<file path="config.mk">
export PLATFORM = sky130hd
export DESIGN_NAME = reg_scoreboard
export DESIGN_NICKNAME = d
export VERILOG_FILES = /design/src/rtl/reg_scoreboard.sv
export SDC_FILE = /design/constraint.sdc
export NUM_CORES = 1
export LEC_CHECK = 0
export ABC_AREA = 1
export CAP_MARGIN = 25
export CORE_ASPECT_RATIO = 1.5
export CORE_MARGIN = 1
export CORE_UTILIZATION = 55
export DETAILED_ROUTE_END_ITERATION = 10
export PLACE_DENSITY = 0.8
export RECOVER_POWER = 100
export SLEW_MARGIN = 20
export SYNTH_ARGS = -nofsm -noshare
export SYNTH_HDL_FRONTEND = slang
export SYNTH_SLANG_ARGS = --single-unit
</file>
<file path="constraint.sdc">
create_clock -name clk -period 13.1 [get_ports clk]
set_input_delay 2.62 -clock clk [delete_from_list [all_inputs] [get_ports clk]]
set_output_delay 2.62 -clock clk [all_outputs]
set_load 0.02 [all_outputs]
</file>
<file path="src/rtl/reg_scoreboard.sv">
// reg_scoreboard
//   Read-after-write hazard scoreboard for the register file, placed between ID
//   and EXE. Each tracked register keeps a count of writes that have issued but
//   not yet written back. An instruction in ID is held while any source it reads
//   still has a pending write, or while its destination counter is saturated.
//   Addresses at or above NUM_REGS (the PC slot) are never tracked.
//
// Ports
//   clk, rst         rising-edge clock, asynchronous active-high reset
//   clear            synchronous flush: every counter returns to zero next edge
//   issue_valid      ID holds a valid instruction
//   issue_wb_en      that instruction writes back to issue_dest
//   issue_dest       destination register of the ID instruction
//   src1, src2       source registers; src2 only matters when use_src2 is set
//   issue_fire       instruction leaves ID this cycle (issue_valid & ~stall)
//   stall            combinational hold to IF/ID
//   wb_en, wb_dest   write-back strobe and register, as seen by the register file
//   busy_mask        registered, bit i set while register i has a pending write
//   inflight         registered total of all pending writes
//   err_underflow    sticky, a write-back arrived for a register with none pending
//
// Handshake: issue_valid acts as valid and ~stall as ready. The instruction
// transfers (issue_fire) on a clock edge where both are high; while stalled, ID
// must hold its instruction stable. stall never depends on issue_fire, so there
// is no combinational loop.
module reg_scoreboard #(
  parameter int NUM_REGS = 15,
  parameter int CNT_W    = 2
) (
  input  logic                clk,
  input  logic                rst,
  input  logic                clear,
  input  logic                issue_valid,
  input  logic                issue_wb_en,
  input  logic [3:0]          issue_dest,
  input  logic [3:0]          src1,
  input  logic [3:0]          src2,
  input  logic                use_src2,
  output logic                issue_fire,
  output logic                stall,
  input  logic                wb_en,
  input  logic [3:0]          wb_dest,
  output logic [NUM_REGS-1:0] busy_mask,
  output logic [5:0]          inflight,
  output logic                err_underflow
);

  localparam logic [CNT_W-1:0] CNT_MAX = '1;

  logic [CNT_W-1:0]    cnt_q [NUM_REGS];
  logic [CNT_W-1:0]    cnt_d [NUM_REGS];
  logic [NUM_REGS-1:0] busy_d;
  logic [5:0]          sum_d;
  logic                underflow_d;

  logic src1_busy;
  logic src2_busy;
  logic dest_full;

  // Hazard detection looks only at the registered counters: a write-back in
  // this same cycle does not release the stall until the next cycle. Untracked
  // addresses match no entry and therefore never contribute.
  always_comb begin
    src1_busy = 1'b0;
    src2_busy = 1'b0;
    dest_full = 1'b0;
    for (int r = 0; r < NUM_REGS; r++) begin
      if (src1 == 4'(r) && cnt_q[r] != '0)          src1_busy = 1'b1;
      if (src2 == 4'(r) && cnt_q[r] != '0)          src2_busy = 1'b1;
      if (issue_dest == 4'(r) && cnt_q[r] == CNT_MAX) dest_full = 1'b1;
    end
    stall      = issue_valid & (src1_busy | (use_src2 & src2_busy) |
                                (issue_wb_en & dest_full));
    issue_fire = issue_valid & ~stall;
  end

  // Next counter values. An issue and a write-back to the same register in one
  // cycle cancel out. A write-back with nothing pending leaves the counter at
  // zero and flags the error. clear squashes everything, including this
  // cycle's issue and write-back, and so cannot raise the error.
  always_comb begin
    logic inc;
    logic dec;
    underflow_d = 1'b0;
    sum_d       = '0;
    busy_d      = '0;
    for (int r = 0; r < NUM_REGS; r++) begin
      inc      = issue_fire & issue_wb_en & (issue_dest == 4'(r));
      dec      = wb_en & (wb_dest == 4'(r));
      cnt_d[r] = cnt_q[r];
      if (clear) begin
        cnt_d[r] = '0;
      end else if (inc && !dec) begin
        cnt_d[r] = cnt_q[r] + 1'b1;
      end else if (dec && !inc) begin
        if (cnt_q[r] == '0) underflow_d = 1'b1;
        else                cnt_d[r]    = cnt_q[r] - 1'b1;
      end
      busy_d[r] = (cnt_d[r] != '0);
      sum_d     = sum_d + 6'(cnt_d[r]);
    end
  end

  always_ff @(posedge clk or posedge rst) begin
    if (rst) begin
      for (int r = 0; r < NUM_REGS; r++) cnt_q[r] <= '0;
      busy_mask     <= '0;
      inflight      <= '0;
      err_underflow <= 1'b0;
    end else begin
      for (int r = 0; r < NUM_REGS; r++) cnt_q[r] <= cnt_d[r];
      busy_mask     <= busy_d;
      inflight      <= sum_d;
      err_underflow <= err_underflow | underflow_d;
    end
  end

endmodule
</file>
==> summary.md <==
| Metric | Value |
|---|---|
| DRT antenna net count | 0 |
| PnR Total Power | 0.4232 mW |
| Reg2reg start | cnt_q[22] |
| WL final | 12690 microns |
| Max-cap violations | 1 |
| Synthesized cell area | 4777 sq um |
| Reg power frac | 41.2% |
| Hold Path Cell Cnt | 2 |
| HP Start | err_underflow |
| Share of the synthesized area in the top cell type | 27.24% |
| Internal | 0.2876 mW |
| Worst-margin pin slew | 2.896 ns |
| Count of different cell masters after synthesis | 31 |
| Clock Latency Late Sink | 0.30 ns |
| Via count | 4346 |
| FF+latch count, synth | 52 |
| Die Width | 78.10 microns |
| CTS tree | built |
| GPL Wtd Cong | 0.9862 |
| Initial Util | 56.78% |
| Core area | 8413 sq um |
| Die ar. | 9070 sq um |
| Layout cells sized above 1 | 4.476% |
| # H-tree levels | 2 |
| IO Count | 47 |
| Cts repair resizes | 0 |
| Iteration-0 DRC Markers | 301 |
| Final hold vios | 0 |
| # DRC | 0 |
| First-pass GRT wire length | 20360 microns |
| Antenna diodes | 0 |
| Worst setup EP type | flop |
| Total Nets Final | 814 |
| Most common cell in the netlist | nor2_1 |
| Top post-synthesis cells by area | dfrtp_1, ha_1, nor2_1 |
| Failing checks | capacitance limit, slew limit |
| Post-DP HPWL | 10410 microns |
| Worst setup SP type | primary input |
| Synthesized instance count | 665 |
| Crit path max fanout | 12 |
| TritonRoute pass-1 iters | 5 |
| Reg2Reg Depth | 27 |
| Power share of the combinational group | 25.6% |
| FFs w/ async S/R, synth | 100.0% |
| Synth Flop Type | dfrtp_1 |
| Peak supply drop | 0.00007338 V |
| CTS Hold Bufs | 0 |
| Max Clock Freq | 112.2 MHz |
| Final Max Slew Viols | 53 |
| Seq/Total Area, Yosys | 27.24% |
| Vias per cell | 5.287 |
| Root Driver | clkbuf_16 |
| Net Count, Synth | 765 |
| Placed cell count | 814 |
| Wire per inst | 15.44 microns |
| Area leader, netlist | dfrtp_1 |
| Vias in the first global route | 4419 |
| Sw frac | 32.03% |
| WS Path Type | primary input to flop |
| RSZ-0062 raised after global routing | no |
| Max clock buf depth | 2 |
| Die height | 116.1 microns |
| Hold Slack | 0.4788 ns |
| Power per cell area | 77.20 nW/um^2 |
| Clk slew on worst S/H paths | 0.08 ns |
| Min Clock Period, post-route | 8.912 ns |
| Syn_area_per_cell | 7.184 sq um |
| Leak pwr | 3.143 nW |
| # rows | 41 |
| Clock power frac | 33.2% |
| CTS Buf Count | 5 |
| Arrival @ worst endpoint | 9.13 ns |
| Synth warn | 0 |
| TNS Setup | 0 ns |
| Period utilisation layout | 68.03% |
| Pin count of the biggest net entering global routing | 53 |
| Slew margin rel. | -93.07% |
| Worst Hold Class | flop to flop |
| Synth top cells by count | nor2_1, inv_1, nand2_1 |
| Syn-to-layout area delta | 14.75% |
| Util after Layout | 65.15% |
| Status | finished with violations |
| P_sw | 0.1355 mW |
| Setup Skew | 0.005985 ns |
| Reg2reg end | inflight[5] |
| I/O Buffers | 46 |
| Worst Hold Path EP | err_underflow |
| Post-CTS setup buffer count | 0 |
| Reg-to-reg setup timing slack | 6.53 ns |
| Non-Filler Instances | 822 |
| CP required | 13.32 ns |
| GRT Residual Overflow | 0 |
| EDFF count, synth | 0 |
| Initial antenna violation count | 0 |
| Clk sinks | 52 |
| Setup violators final | 0 |
| Tot GR Track Use | 29.74% |
-- per-layer routing --
metal | part of all wire [%] | vias to the layer above | GRT usage (%) | wire, microns
li1 | - | 2126 | - | -
met1 | 38 | 2048 | 33.23 | 4802
met2 | 54 | 142 | 56.32 | 6857
met3 | 4.8 | 30 | 3.438 | 608
met4 | 3.3 | 0 | 13.21 | 422
met5 | 0 | - | 0 | 0
-- worst max path at each step --
stage | start | to | slack, ns | cells after the start
global placement | issue_dest[2] | inflight[3] | 4.31 | 28
finish | issue_dest[2] | inflight[5] | 4.19 | 28
CTS | issue_dest[2] | inflight[5] | 4.48 | 28
floorplan | issue_dest[2] | inflight[3] | 5.36 | 28
detailed placement | issue_dest[2] | inflight[5] | 4.21 | 28
global route | issue_dest[2] | inflight[5] | 3.70 | 28
-- cells in the final DEF, fill, tap and decap left out, types with 7 or more instances in the layout --
| cell type | synthesis | layout |
|---|---|---|
| nor2_1 | 134 | 136 |
| inv_1 | 126 | 125 |
| nand2_1 | 123 | 123 |
| ha_1 | 52 | 52 |
| dfrtp_1 | 52 | 52 |
| nand3_1 | 37 | 37 |
| o21ai_0 | 27 | 34 |
| dlygate4sd3_1 | 0 | 26 |
| fa_1 | 25 | 25 |
| clkdlybuf4s50_1 | 0 | 20 |
| nand4_1 | 11 | 12 |
| or2_0 | 0 | 12 |
| or2_2 | 10 | 10 |
| nor3_1 | 6 | 7 |
-- layout make-up --
type,count,area (sq um)
clock buffer,6,138.9
fill,774,2932
tap,107,133.9
timing repair buffer,48,471.7
inverter,130,488.0
clock inverter,2,13.76
multi-input combinational,477,2934
sequential,52,1301
-- cell families (layout without fill, tap and decap cells) --
kind of cell,count (synthesis),count (layout),synth area share (%)
AND/OR/NAND/NOR,349,349,31.82
buffers and inverters,136,186,10.84
adder cells (fa/ha/maj),77,77,24.10
flip-flops,52,52,27.24
AO/OA/AOI/OAI,49,49,5.631
XOR/XNOR,2,2,0.3668
-- critical path: stages --
cell	delay [ns]
dlygate4sd3_1	0.61
inv_1	0.09
nand2_1	0.13
nor2_1	0.09
nand2_1	0.06
nand2_1	0.05
nor2_1	0.18
nand2_1	0.08
nor2_1	0.09
nor2_1	0.06
nor2_1	0.63
nand4_1	0.30
or2_0	0.33
nor2_1	0.11
nor2_1	0.05
o21ai_1	0.10
inv_1	0.10
fa_1	0.48
fa_1	0.53
inv_1	0.06
fa_1	0.49
fa_1	0.52
fa_1	0.49
inv_1	0.07
ha_1	0.17
inv_1	0.05
fa_1	0.39
o21ai_0	0.18
-- power groups by stage --
stage	combinational, mW	sequential [mW]	clock [mW]
after global placement	0.107	0.177	0
after CTS	0.113	0.175	0.141
final	0.108	0.174	0.140
after global routing	0.121	0.175	0.147
after detailed placement	0.112	0.178	0
after floorplan	0.0576	0.186	0
-- through the flow --
stage / area (sq um) / setup slack [ns]
3_3_place_gp: 5356 / 4.311
4_1_cts: 5509 / 4.480
6_report: 5482 / 4.188
2_1_floorplan: 4777 / 5.363
3_5_place_dp: 5356 / 4.213
5_1_grt: 5482 / 3.698
-- registers in the layout, summed over array words and instances (netlist names) --
name,flops
inflight,6
cnt_q,30
busy_mask,15
err_underflow,1
Power figures use the tool's default switching activity.
